[src/rtl/warp_dispatcher_pkg.sv]
// Shared types for the warp dispatcher: the kernel descriptor handed to the SIMD core.
package warp_dispatcher_pkg;

  typedef struct packed {
    logic [3:0]  warp_id;
    logic [31:0] start_pc;
    logic [7:0]  thread_count;
  } kernel_t;

  // Reserved warp id: never queued, also the core's "nothing finished" marker.
  localparam logic [3:0] WARP_NONE = 4'hF;

endpackage

[src/rtl/warp_dispatcher_if.sv]
// Bundle of submit, core-control, completion and status signals around the dispatcher.
interface warp_dispatcher_if #(
  parameter int QUEUE_DEPTH = 4
);
  import warp_dispatcher_pkg::*;

  localparam int CW = $clog2(QUEUE_DEPTH) + 1;

  logic          submit_valid;
  kernel_t       submit_kernel;
  logic          submit_ready;
  kernel_t       kernel_out;
  logic          core_rst;
  logic          core_finished;
  logic [3:0]    core_finished_warp_id;
  logic          done_valid;
  logic [3:0]    done_warp_id;
  logic          done_timeout;
  logic          busy;
  logic [CW-1:0] queue_count;
  logic [15:0]   completed_count;

  // Dispatcher side.
  modport master (
    input  submit_valid, submit_kernel, core_finished, core_finished_warp_id,
    output submit_ready, kernel_out, core_rst, done_valid, done_warp_id,
           done_timeout, busy, queue_count, completed_count
  );

  // Host / core side.
  modport slave (
    output submit_valid, submit_kernel, core_finished, core_finished_warp_id,
    input  submit_ready, kernel_out, core_rst, done_valid, done_warp_id,
           done_timeout, busy, queue_count, completed_count
  );

endinterface

[src/rtl/warp_dispatcher.sv]
// Queues kernel descriptors and launches one warp at a time onto the SIMD core,
// reporting completion or timeout for each warp.
module warp_dispatcher
  import warp_dispatcher_pkg::*;
#(
  parameter int QUEUE_DEPTH    = 4,
  parameter int TIMEOUT_CYCLES = 1024
) (
  input logic            clk,
  input logic            rst,
  warp_dispatcher_if.master bus
);

  localparam int PW = $clog2(QUEUE_DEPTH);
  localparam int CW = PW + 1;
  localparam int TW = $clog2(TIMEOUT_CYCLES);

  typedef enum logic [1:0] {IDLE, LAUNCH, RUN, DONE} state_t;

  state_t        state;
  kernel_t       fifo [QUEUE_DEPTH];
  logic [PW-1:0] wr_ptr;
  logic [PW-1:0] rd_ptr;
  logic [CW-1:0] count;
  logic [TW-1:0] timer;
  logic          push;
  logic          pop;
  logic          finish_hit;
  logic          timer_expired;

  // The reserved id completes the handshake but is dropped instead of queued.
  assign bus.submit_ready = (count < CW'(QUEUE_DEPTH));
  assign push          = bus.submit_valid && bus.submit_ready &&
                         (bus.submit_kernel.warp_id != WARP_NONE);
  assign pop           = (state == IDLE) && (count != '0);
  assign bus.queue_count = count;
  assign bus.busy      = (state != IDLE) || (count != '0);
  assign finish_hit    = bus.core_finished &&
                         (bus.core_finished_warp_id == bus.kernel_out.warp_id);
  assign timer_expired = (timer == TW'(TIMEOUT_CYCLES - 1));

  always_ff @(posedge clk) begin
    if (push) begin
      fifo[wr_ptr] <= bus.submit_kernel;
    end
  end

  always_ff @(posedge clk or posedge rst) begin
    if (rst) begin
      wr_ptr <= '0;
      rd_ptr <= '0;
      count  <= '0;
    end else begin
      if (push) begin
        wr_ptr <= wr_ptr + 1'b1;
      end
      if (pop) begin
        rd_ptr <= rd_ptr + 1'b1;
      end
      count <= count + CW'(push) - CW'(pop);
    end
  end

  // Launch sequencing; every core-facing and completion output is registered here.
  always_ff @(posedge clk or posedge rst) begin
    if (rst) begin
      state               <= IDLE;
      bus.kernel_out      <= '0;
      bus.core_rst        <= 1'b1;
      bus.done_valid      <= 1'b0;
      bus.done_warp_id    <= WARP_NONE;
      bus.done_timeout    <= 1'b0;
      bus.completed_count <= 16'h0000;
      timer               <= '0;
    end else begin
      case (state)
        IDLE: begin
          bus.core_rst <= 1'b1;
          if (pop) begin
            bus.kernel_out <= fifo[rd_ptr];
            state          <= LAUNCH;
          end
        end
        LAUNCH: begin
          timer        <= '0;
          bus.core_rst <= 1'b0;
          state        <= RUN;
        end
        RUN: begin
          timer <= timer + 1'b1;
          // A matching finish takes priority over an expiring timer.
          if (finish_hit || timer_expired) begin
            state            <= DONE;
            bus.core_rst     <= 1'b1;
            bus.done_valid   <= 1'b1;
            bus.done_warp_id <= bus.kernel_out.warp_id;
            bus.done_timeout <= !finish_hit;
          end
        end
        DONE: begin
          if (!bus.done_timeout && (bus.completed_count != 16'hFFFF)) begin
            bus.completed_count <= bus.completed_count + 16'h0001;
          end
          bus.done_valid   <= 1'b0;
          bus.done_warp_id <= WARP_NONE;
          bus.done_timeout <= 1'b0;
          state            <= IDLE;
        end
        default: begin
          bus.core_rst <= 1'b1;
          state        <= IDLE;
        end
      endcase
    end
  end

endmodule
[src/flat_wrapper.sv]
// flat-port wrapper written by rule: the top's interface ports become plain ports
module warp_dispatcher_flat import warp_dispatcher_pkg::*;
#(
  parameter int QUEUE_DEPTH    = 4,
  parameter int TIMEOUT_CYCLES = 1024
)
  (clk, rst, bus_submit_valid, bus_submit_kernel, bus_core_finished, bus_core_finished_warp_id, bus_submit_ready, bus_kernel_out, bus_core_rst, bus_done_valid, bus_done_warp_id, bus_done_timeout, bus_busy, bus_queue_count, bus_completed_count);
  warp_dispatcher_if #(.QUEUE_DEPTH(QUEUE_DEPTH)) bus_i ();
  input logic clk;
  input logic rst;
  input wire logic [$bits(bus_i.submit_valid)-1:0] bus_submit_valid;
  input wire logic [$bits(bus_i.submit_kernel)-1:0] bus_submit_kernel;
  input wire logic [$bits(bus_i.core_finished)-1:0] bus_core_finished;
  input wire logic [$bits(bus_i.core_finished_warp_id)-1:0] bus_core_finished_warp_id;
  output wire logic [$bits(bus_i.submit_ready)-1:0] bus_submit_ready;
  output wire logic [$bits(bus_i.kernel_out)-1:0] bus_kernel_out;
  output wire logic [$bits(bus_i.core_rst)-1:0] bus_core_rst;
  output wire logic [$bits(bus_i.done_valid)-1:0] bus_done_valid;
  output wire logic [$bits(bus_i.done_warp_id)-1:0] bus_done_warp_id;
  output wire logic [$bits(bus_i.done_timeout)-1:0] bus_done_timeout;
  output wire logic [$bits(bus_i.busy)-1:0] bus_busy;
  output wire logic [$bits(bus_i.queue_count)-1:0] bus_queue_count;
  output wire logic [$bits(bus_i.completed_count)-1:0] bus_completed_count;
  assign bus_i.submit_valid = bus_submit_valid;
  assign bus_i.submit_kernel = bus_submit_kernel;
  assign bus_i.core_finished = bus_core_finished;
  assign bus_i.core_finished_warp_id = bus_core_finished_warp_id;
  assign bus_submit_ready = bus_i.submit_ready;
  assign bus_kernel_out = bus_i.kernel_out;
  assign bus_core_rst = bus_i.core_rst;
  assign bus_done_valid = bus_i.done_valid;
  assign bus_done_warp_id = bus_i.done_warp_id;
  assign bus_done_timeout = bus_i.done_timeout;
  assign bus_busy = bus_i.busy;
  assign bus_queue_count = bus_i.queue_count;
  assign bus_completed_count = bus_i.completed_count;
  warp_dispatcher #(.QUEUE_DEPTH(QUEUE_DEPTH), .TIMEOUT_CYCLES(TIMEOUT_CYCLES)) u_core (.clk(clk), .rst(rst), .bus(bus_i));
endmodule
[config.mk]
export PLATFORM = sky130hd
export DESIGN_NAME = warp_dispatcher_flat
export DESIGN_NICKNAME = d
export VERILOG_FILES = /design/src/rtl/warp_dispatcher_pkg.sv /design/src/rtl/warp_dispatcher_if.sv /design/src/rtl/warp_dispatcher.sv /design/src/flat_wrapper.sv
export SDC_FILE = /design/constraint.sdc
export NUM_CORES = 1
export LEC_CHECK = 0
export ABC_AREA = 1
export BUFFER_PORTS_ARGS = -buffer_cell sky130_fd_sc_hd__buf_2
export CORE_ASPECT_RATIO = 0.6
export CORE_MARGIN = 2
export CORE_UTILIZATION = 52
export CTS_CLUSTER_DIAMETER = 100
export DETAILED_ROUTE_END_ITERATION = 8
export PLACE_DENSITY = 0.72
export SKIP_LAST_GASP = 1
export SYNTH_ARGS = -nofsm -noshare
export SYNTH_HDL_FRONTEND = slang
export SYNTH_SLANG_ARGS = --single-unit
[constraint.sdc]
create_clock -name clk -period 3.1 [get_ports clk]
set_input_delay 0.93 -clock clk [delete_from_list [all_inputs] [get_ports clk]]
set_output_delay 0.93 -clock clk [all_outputs]
set_load 0.02 [all_outputs]
### Word level (Yosys, flattened, before mapping)

Memories as Yosys holds them, arrays and structs flattened. A register that Yosys moved wholly into a read port is not among the register bits.
Index checks and enable logic that the tools add are counted.

| word-level totals | value |
|---|---|
| register bits | 42 |
| RAM bits | 176 |
| input port bits | 52 |
| output and inout port bits | 72 |
| memories kept | 1 |

Memories:

| memory | depth | bits a word | rd ports | clocked after memory_dff | wr ports | line | RTL |
|---|---|---|---|---|---|---|---|
| u_core.fifo | 4 | 44 | 1 | 1 | 1 | warp_dispatcher.sv:21 | `kernel_t fifo [QUEUE_DEPTH];` |

| operators by class | value |
|---|---|
| $add $sub $neg | 6 |
| $lt $le $gt $ge | 1 |
| eq/ne operators | 9 |
| mux-type cells | 13 |
| reductions and logical operators | 20 |

Operators by type and width:

| cell | count |
|---|---|
| 10-bit case mux with 2 select lines | 1 |
| 16-bit by 1-bit adder with 16-bit output (second input constant) | 1 |
| 16-bit != test (second input constant) | 1 |
| 10-bit by 1-bit adder with 10-bit output (second input constant) | 1 |
| 10-bit equality test (second input constant) | 1 |
| 2-bit AND reduction | 5 |
| 2-bit case mux with 4 select lines | 1 |
| 4-bit case mux with 2 select lines | 1 |
| 2-bit nonzero test | 3 |
| 3-bit nonzero test | 2 |
| 1-bit logical AND | 5 |
| 2-bit by 1-bit adder with 2-bit output (second input constant) | 2 |
| 2-bit equality test (second input constant) | 2 |
| 4-bit equality test | 1 |
| 1-bit two-way mux | 4 |
| 2-bit two-way mux | 2 |
| 4-bit two-way mux | 1 |
| 2-bit by 1-bit != test with 1-bit output (second input constant) | 2 |
| 4-bit != test (second input constant) | 1 |
| 1-bit case mux with 2 select lines | 2 |
| 3-bit by 1-bit adder with 3-bit output | 1 |
| 3-bit < comparator (second input constant) | 1 |
| 1-bit case mux with 3 select lines | 1 |
| 3-bit by 1-bit subtractor with 3-bit output | 1 |
| 4 further kinds | 6 |

### Longest topological paths before layout

Gate-level depths: netlist (run 1).

| logic depth | value |
|---|---|
| word-level depth | 5 |
| gate-level depth with buffers | 11 |
| gate-level depth less buffers | 10 |

### Least setup slack after synthesis (run 1)

OpenSTA, ideal clock, no wires.

| timing path | value |
|---|---|
| path type | input to register |
| from | input port bus_submit_kernel[43] |
| to | memory u_core.fifo[0][0] in the netlist's numbering (enable) |
| arrival time | 3.063 ns |
| data required time | 2.654 ns |
| setup slack | -0.409 ns |
| stages on the path | 3 |
| buffers on the path | 0 |
| cells stage by stage | nand4_1 > nand3_1 > nor2_1 |

| on the way | value |
|---|---|
| longest elaborated chain between the ends | 4 |

RTL lines:

| item | line | RTL |
|---|---|---|
| from (decl) | flat_wrapper.sv:12 | `input wire logic [$bits(bus_i.submit_kernel)-1:0] bus_submit_kernel;` |
| 4-bit != test | warp_dispatcher.sv:34 | `(bus.submit_kernel.warp_id != WARP_NONE);` |
| 1-bit logical AND | warp_dispatcher.sv:33 | `assign push = bus.submit_valid && bus.submit_ready &&` |
| 1-bit two-way mux | warp_dispatcher.sv:43 | `if (push) begin` |
| 1-bit two-way mux (not written as such) | warp_dispatcher.sv:44 | `fifo[wr_ptr] <= bus.submit_kernel;` |
| to (decl) | warp_dispatcher.sv:21 |  |

No other way between the ends.

### Final worst setup path (run 1)

| timing path | value |
|---|---|
| from | register u_core.state[0] |
| to | output port bus_busy |

| on the way | value |
|---|---|
| longest elaborated chain between the ends | 2 |

RTL lines:

| item | line | RTL |
|---|---|---|
| from (decl) | warp_dispatcher.sv:20 | `state_t state;` |
| from (signal assigned) | warp_dispatcher.sv:67 | `state <= IDLE;` |
| from (signal assigned) | warp_dispatcher.sv:81 | `state <= LAUNCH;` |
| from (signal assigned) | warp_dispatcher.sv:87 | `state <= RUN;` |
| 2-bit nonzero test | warp_dispatcher.sv:37 | `assign bus.busy = (state != IDLE) \|\| (count != '0);` |
| 1-bit logical OR | warp_dispatcher.sv:37 |  |
| to (decl) | flat_wrapper.sv:21 | `output wire logic [$bits(bus_i.busy)-1:0] bus_busy;` |

No other way between the ends.

==> implementation parameters, run 1 <==
Parameter                              Value

Routing
  Count of unresolved DRC violations after routing ... 0
  Vias after detailed routing ... 7033
  Detail-routed net length per standard cell ... 16.8 um
  Average vias per placed instance ... 5.25
  Initial DRC Count ... 568
  Routed wire length ... 22500 um
  Remaining antenna violation count after routing ... 0
  First drt pass iteration count ... 5

STA
  Final hold violation count ... 0
  Worst slew margin ... 36.2%
  Sum of negative setup slack ... 0 ns
  Shortest period the worst path allows ... 2.55 ns
  FMAX ... 393 MHz
  Final Max Slew Viols ... 0
  Total of endpoints with negative setup slack in the final report ... 0
  Worst slew pin tran ... 0.957 ns
  Fin Clk Skew ... 0.00730 ns
  Setup repair after global routing missed its margin ... no
  Share of the cycle needed by the critical path after routing ... 82.1%

Place
  Final weighted congestion of routability-driven global placement ... 0.810
  Hpwl dp ... 13900 um
  Instance area at placement ... 11500 um^2
  Number of I/O port buffers ... 123

CTS
  Hold-fix buffers at CTS ... 0
  Max Root-Sink Buffers ... 3
  Root Buffer ... sky130_fd_sc_hd__clkbuf_16
  Clock Latency Late Sink ... 0.51 ns
  TritonCTS clock tree ... yes
  Number of sinks on the clock net ... 262
  H-tree depth ... 1
  Clock-pin slew of the registers on the worst-case setup and hold paths ... 0.06 ns
  Number of cells upsized or downsized after cts ... 0
  Num CTS Buffers ... 24
  Total setup buffers inserted after CTS ... 0

Run
  Max-cap violations ... 0

Synth
  Average size of a mapped cell ... 11.4 um^2
  Register area share after synthesis ... 70.5%
  Count of warnings emitted by yosys ... 0
  Number of enable-type register cells in the synthesized netlist ... 176
  Top_reg_cell synth ... sky130_fd_sc_hd__edfxtp_1
  Count of state elements after synthesis ... 262
  Synthesized net count ... 991
  Synthesized instance count ... 924
  Netlist area before placement ... 10600 um^2
  Cell variety after synth ... 35
  Fraction of registers with async set or reset after synthesis ... 32.8%

Power
  Power share of the sequential group ... 41.1%
  Worst supply voltage drop on vdd ... 0.558 mV
  Clock power share ... 23.9%
  Reported leakage power ... 4.81 nW
  Total power ... 0.0120 W
  Pwr per Cell Area ... 973 nW/um^2
  Share of power burned in combinational logic ... 35.0%
  Switching fraction of total power ... 37.6%
  Total net switching power ... 0.00450 W
  Int Power ... 0.00746 W

Final layout
  Nets ... 1114
  Multi-input logic area ... 2790 um^2
  Final core utilization ... 61.5%
  Share of layout cells above drive strength 1 ... 18.6%
  Number of inserted filler cells in the final layout ... 1601
  Most frequent standard cell in the layout excluding fill and tap cells ... sky130_fd_sc_hd__nor2_1
  Area of all placed cells without fillers ... 12300 um^2
  Most frequent cells in the layout ... sky130_fd_sc_hd__nor2_1, sky130_fd_sc_hd__edfxtp_1, sky130_fd_sc_hd__buf_2
  Synth-to-Final Area Change ... 16.5%
  Combined flip-flop and latch cell area ... 7440 um^2

Die
  Number of placement rows ... 40
  Die height ... 114 um
  Die Width ... 188 um
  Std-Cell Core Area ... 20000 um^2
  Die Outline Area ... 21500 um^2
  Number of I/O pins ... 124
  Initial cell density of the core ... 52.8%

Critical path
  Nature of the critical path endpoint ... primary output
  Worst Path Arrival ... 1.62 ns
  Slowest cell on the critical path ... sky130_fd_sc_hd__dfrtp_1
  Critical path type ... flip-flop to primary output
  CP startpoint kind ... flip-flop
  Required arrival time at the worst endpoint ... 2.17 ns
  Crit-path max cell delay ... 0.42 ns
  Critical path, cell by cell ... inv_1 > ha_1 > nand3_1 > buf_2
  Max FO, Critical Path ... 5

Global route
  Total routing resource utilization after global routing ... 21.6%
  Number of antenna violations at the first check in global routing ... 3
  Grt ovf ... 0
  Via count of the first global-routing pass ... 6766
  First-pass GRT wire length ... 36300 um
  Maximum number of pins on one net before global-route repair ... 90

Run status
  Outcome ... complete, no violations

Hold path
  Path type of the worst min-delay path ... input pin to async pin
[per-layer routing]
layer  track usage (%)  part of all wire [%]  up-vias
li1                  -                     -     3404
met1              33.2                    49     3379
met2              32.2                    43      206
met3              3.59                   6.0       40
met4              6.04                   2.0        4
met5                 0                  0.12        -
[worst max-delay path, delay by kind of cell, from the launching register on]
family	cells	cell delay, ns
flops	1	0.42
buf+inv	2	0.32
fa+ha+maj	1	0.22
simple gates	1	0.15
[registers in the layout (all words and copies together), names as in the netlist]
register / flops
u_core.bus.completed_count: 16
u_core.bus.core_rst: 1
u_core.bus.done_timeout: 1
u_core.bus.done_valid: 1
u_core.bus.done_warp_id: 4
u_core.bus.kernel_out: 44
u_core.bus.queue_count: 3
u_core.fifo: 176
u_core.rd_ptr: 2
u_core.state: 2
u_core.timer: 10
u_core.wr_ptr: 2
[area by class of cell]
cell class	count	share of cell area, %
sequential	262	60.6
multi-input combinational	574	22.7
timing repair buffer	138	6.23
clock buffer	35	5.88
tap	273	2.78
inverter	47	1.47
clock inverter	9	0.366
antenna	1	0.0204
[synthesized netlist by cell type (2+ instances only)]
cell type                  instances  share of area [%]
sky130_fd_sc_hd__nor3_1            3               0.14
sky130_fd_sc_hd__nand4_1           5               0.30
sky130_fd_sc_hd__o21ai_2           4               0.33
sky130_fd_sc_hd__dfstp_2           5                1.2
sky130_fd_sc_hd__nand2_1          98                3.5
sky130_fd_sc_hd__clkbuf_1         27               0.96
sky130_fd_sc_hd__xnor2_1          10               0.83
sky130_fd_sc_hd__o21ai_0         101                4.8
sky130_fd_sc_hd__xor2_1           10               0.83
sky130_fd_sc_hd__inv_1            43                1.5
sky130_fd_sc_hd__edfxtp_1        176                 50
sky130_fd_sc_hd__nor2_1          243                8.6
sky130_fd_sc_hd__nand3_1          25                1.2
sky130_fd_sc_hd__buf_2             7               0.33
sky130_fd_sc_hd__nor2_4            2               0.21
sky130_fd_sc_hd__a21oi_1           4               0.19
sky130_fd_sc_hd__o22ai_1           4               0.24
sky130_fd_sc_hd__dfrtp_1          81                 19
sky130_fd_sc_hd__buf_1             5               0.18
sky130_fd_sc_hd__a31oi_1          40                2.4
sky130_fd_sc_hd__inv_2             3               0.11
sky130_fd_sc_hd__ha_1             14                1.7
sky130_fd_sc_hd__nand2_2           2               0.12
[worst paths after layout]
kind                                            start                             end  slack [ns]  cells after the start
max in group asynchronous                         rst       u_core.bus.kernel_out[31]        1.97                      3
min in group clk           u_core.bus.done_warp_id[1]      u_core.bus.done_warp_id[1]        0.47                      2
hold reg to reg            u_core.bus.done_warp_id[1]      u_core.bus.done_warp_id[1]        0.47                      2
setup / recovery                      u_core.state[0]                        bus_busy        0.55                      4
hold / removal                                    rst  u_core.bus.completed_count[11]        0.45                      2
setup reg to reg            u_core.bus.queue_count[1]       u_core.bus.queue_count[1]        0.83                      8
[power by group through the flow]
stage / Combinational (W) / Sequential, W / Clock [W]
2_1_floorplan: 0.00244 / 0.00539 / 0
3_3_place_gp: 0.00409 / 0.00496 / 0
3_5_place_dp: 0.00419 / 0.00498 / 0
4_1_cts: 0.00422 / 0.00492 / 0.00290
5_1_grt: 0.00470 / 0.00500 / 0.00305
6_report: 0.00418 / 0.00492 / 0.00286
[metrics by stage]
stage          worst slack (ns)  std cells  hold WS [ns]
6_report                  0.555       1339         0.448
5_1_grt                   0.440       1338         0.469
4_1_cts                   0.545       1338         0.450
3_5_place_dp              0.424       1294         0.455
3_3_place_gp              0.529       1294         0.451
2_1_floorplan            -0.409        924         0.475
[kinds of logic (layout without fill, tap and decap cells)]
family,count (synthesis),count (layout),synth area share (%)
XOR/XNOR,20,20,1.66
buffers and inverters,88,229,3.32
flip-flops,262,262,70.5
adder cells (fa/ha/maj),15,15,1.85
AO/OA/AOI/OAI,155,155,8.08
other,0,1,0
AND/OR/NAND/NOR,384,384,14.5
(Power assumes the default switching activity.)
==> inputs of run 2 (changes only) <==
--- a/config.mk
+++ b/config.mk
@@ -9,10 +9,10 @@
 export BUFFER_PORTS_ARGS = -buffer_cell sky130_fd_sc_hd__buf_2
 export CORE_ASPECT_RATIO = 0.6
 export CORE_MARGIN = 2
-export CORE_UTILIZATION = 52
+export CORE_UTILIZATION = 58
 export CTS_CLUSTER_DIAMETER = 100
 export DETAILED_ROUTE_END_ITERATION = 8
-export PLACE_DENSITY = 0.72
+export PLACE_DENSITY = 0.76
 export SKIP_LAST_GASP = 1
 export SYNTH_ARGS = -nofsm -noshare
 export SYNTH_HDL_FRONTEND = slang
==> constraint.sdc (replaced) <==
create_clock -name clk -period 2.5 [get_ports clk]
set_input_delay 0.75 -clock clk [delete_from_list [all_inputs] [get_ports clk]]
set_output_delay 0.75 -clock clk [all_outputs]
set_load 0.02 [all_outputs]
==> run 2 against run 1 <==
Compared with the run above:
- largest cell class unchanged
- non-clock buffer count increased by 1
- largest power group unchanged
- clock skew increased by 0.0013 ns
- critical path depth unchanged
- sequential share of layout area increased by 0.42 points
- via count increased by 1.9%
- cell count decreased by 2.6%
==> implementation parameters, run 2 (synthesized netlist as in run 1, its figures left out) <==
Parameter                              Value

Run status
  Outcome ... complete, no violations

Global route
  First-pass GRT wire length ... 35200 um
  Maximum number of pins on one net before global-route repair ... 90
  Total routing resource utilization after global routing ... 23.7%
  Number of antenna violations at the first check in global routing ... 0
  Via count of the first global-routing pass ... 6867
  Grt ovf ... 0

Power
  Worst supply voltage drop on vdd ... 0.689 mV
  Reported leakage power ... 4.78 nW
  Pwr per Cell Area ... 1190 nW/um^2

Die
  Number of I/O pins ... 124
  Die Outline Area ... 19300 um^2
  Die Width ... 178 um
  Initial cell density of the core ... 58.9%
  Number of placement rows ... 38
  Die height ... 108 um
  Std-Cell Core Area ... 17900 um^2

Routing
  Detail-routed net length per standard cell ... 16.8 um
  Remaining antenna violation count after routing ... 0
  Vias after detailed routing ... 7165
  Routed wire length ... 21900 um
  Count of unresolved DRC violations after routing ... 0
  Average vias per placed instance ... 5.49
  Initial DRC Count ... 594
  First drt pass iteration count ... 7

STA
  Setup repair after global routing missed its margin ... no
  Final hold violation count ... 0
  Worst slew margin ... 38.5%
  Final Max Slew Viols ... 0
  Share of the cycle needed by the critical path after routing ... 94.4%
  Total of endpoints with negative setup slack in the final report ... 0
  Worst slew pin tran ... 0.923 ns
  FMAX ... 424 MHz
  Shortest period the worst path allows ... 2.36 ns
  Fin Clk Skew ... 0.00857 ns

Hold path
  Path type of the worst min-delay path ... input pin to async pin

Final layout
  Multi-input logic area ... 2790 um^2
  Combined flip-flop and latch cell area ... 7450 um^2
  Antenna Cells ... 0
  Most frequent standard cell in the layout excluding fill and tap cells ... sky130_fd_sc_hd__nor2_1
  Number of inserted filler cells in the final layout ... 1297
  Synth-to-Final Area Change ... 15.7%
  Registers with the most flip-flops ... u_core.fifo: 176 flops, u_core.bus.kernel_out: 44 flops, u_core.bus.completed_count: 16 flops
  Most frequent cells in the layout ... sky130_fd_sc_hd__nor2_1, sky130_fd_sc_hd__edfxtp_1, sky130_fd_sc_hd__buf_2
  Final core utilization ... 68.1%
  Share of layout cells above drive strength 1 ... 18.8%
  Register bank with the most flops ... u_core.fifo
  Max reg flops ... 176
  Area of all placed cells without fillers ... 12200 um^2
  Nets ... 1114

Critical path
  Max FO, Critical Path ... 5
  Worst Path Arrival ... 1.61 ns
  Capture instance of the worst register-to-register path ... u_core.bus.kernel_out[10]
  Flop2flop setup slack ... 0.45 ns
  Nature of the critical path endpoint ... primary output
  R2r startpoint ... u_core.state[1]
  Required arrival time at the worst endpoint ... 1.75 ns
  Critical path type ... flip-flop to primary output
  Cell depth of the worst flop-to-flop path ... 6
  CP startpoint kind ... flip-flop

Place
  Number of I/O port buffers ... 123
  Instance area at placement ... 11500 um^2
  Final weighted congestion of routability-driven global placement ... 0.817
  Hpwl dp ... 13000 um

CTS
  TritonCTS clock tree ... yes
  Clock Latency Late Sink ... 0.51 ns
  Root Buffer ... sky130_fd_sc_hd__clkbuf_16
  H-tree depth ... 1
  Hold-fix buffers at CTS ... 0
  Num CTS Buffers ... 23
  Total setup buffers inserted after CTS ... 0
  Max Root-Sink Buffers ... 3
  Number of cells upsized or downsized after cts ... 0
  Number of sinks on the clock net ... 262
  Clock-pin slew of the registers on the worst-case setup and hold paths ... 0.06 ns

Run
  Max-cap violations ... 0
-- run 2: layout make-up --
cell class | instances | area share, %
clock buffer | 29 | 4.90
multi-input combinational | 574 | 22.8
sequential | 262 | 61.0
inverter | 47 | 1.48
tap | 240 | 2.46
clock inverter | 13 | 0.594
timing repair buffer | 139 | 6.74
-- run 2: per-stage QoR --
step / instances / hold slack [ns] / power [W] / worst slack [ns] / TNS, ns
final: 1304 / 0.380 / 0.0145 / 0.140 / 0
after global routing: 1304 / 0.435 / 0.0155 / 0.0354 / 0
after CTS: 1304 / 0.405 / 0.0146 / 0.125 / 0
after detailed placement: 1262 / 0.451 / 0.0114 / 0.409 / 0
after global placement: 1262 / 0.450 / 0.0112 / 0.488 / 0
after floorplan: 924 / 0.475 / 0.00971 / -0.161 / -28.40
-- run 2: report_power, final --
part,switching (W),total [W],internal (W),leakage (nW)
clock,0.00150,0.00321,0.00171,0.332
sequential,0.000465,0.00611,0.00564,2.63
combinational,0.00358,0.00522,0.00164,1.82
total,0.00554,0.0145,0.00900,4.78
-- run 2: per-layer routing --
layer / global-route usage (%) / part of all wire, % / vias to the layer above
met3: 4.47 / 8.6 / 29
met1: 36.4 / 46 / 3461
li1: - / - / 3388
met5: 0 / 0 / -
met2: 35.6 / 43 / 287
met4: 4.98 / 1.4 / 0
-- run 2: worst max path at each step --
stage	cells after the start	slack, ns	endpoint	from
floorplan	3	-0.16	u_core.fifo[0][0]	bus_submit_kernel[43]
global placement	6	0.49	u_core.fifo[0][24]	bus_submit_kernel[41]
detailed placement	6	0.41	u_core.bus.kernel_out[10]	u_core.state[1]
CTS	4	0.13	bus_busy	u_core.state[1]
global route	4	0.04	bus_busy	u_core.state[1]
finish	4	0.14	bus_busy	u_core.state[1]
-- run 2: critical path: stages, from the launching register on --
cell and delay (ns):
sky130_fd_sc_hd__dfrtp_1 0.43, sky130_fd_sc_hd__inv_1 0.13, sky130_fd_sc_hd__ha_1 0.18, sky130_fd_sc_hd__nand3_1 0.16, sky130_fd_sc_hd__buf_2 0.21
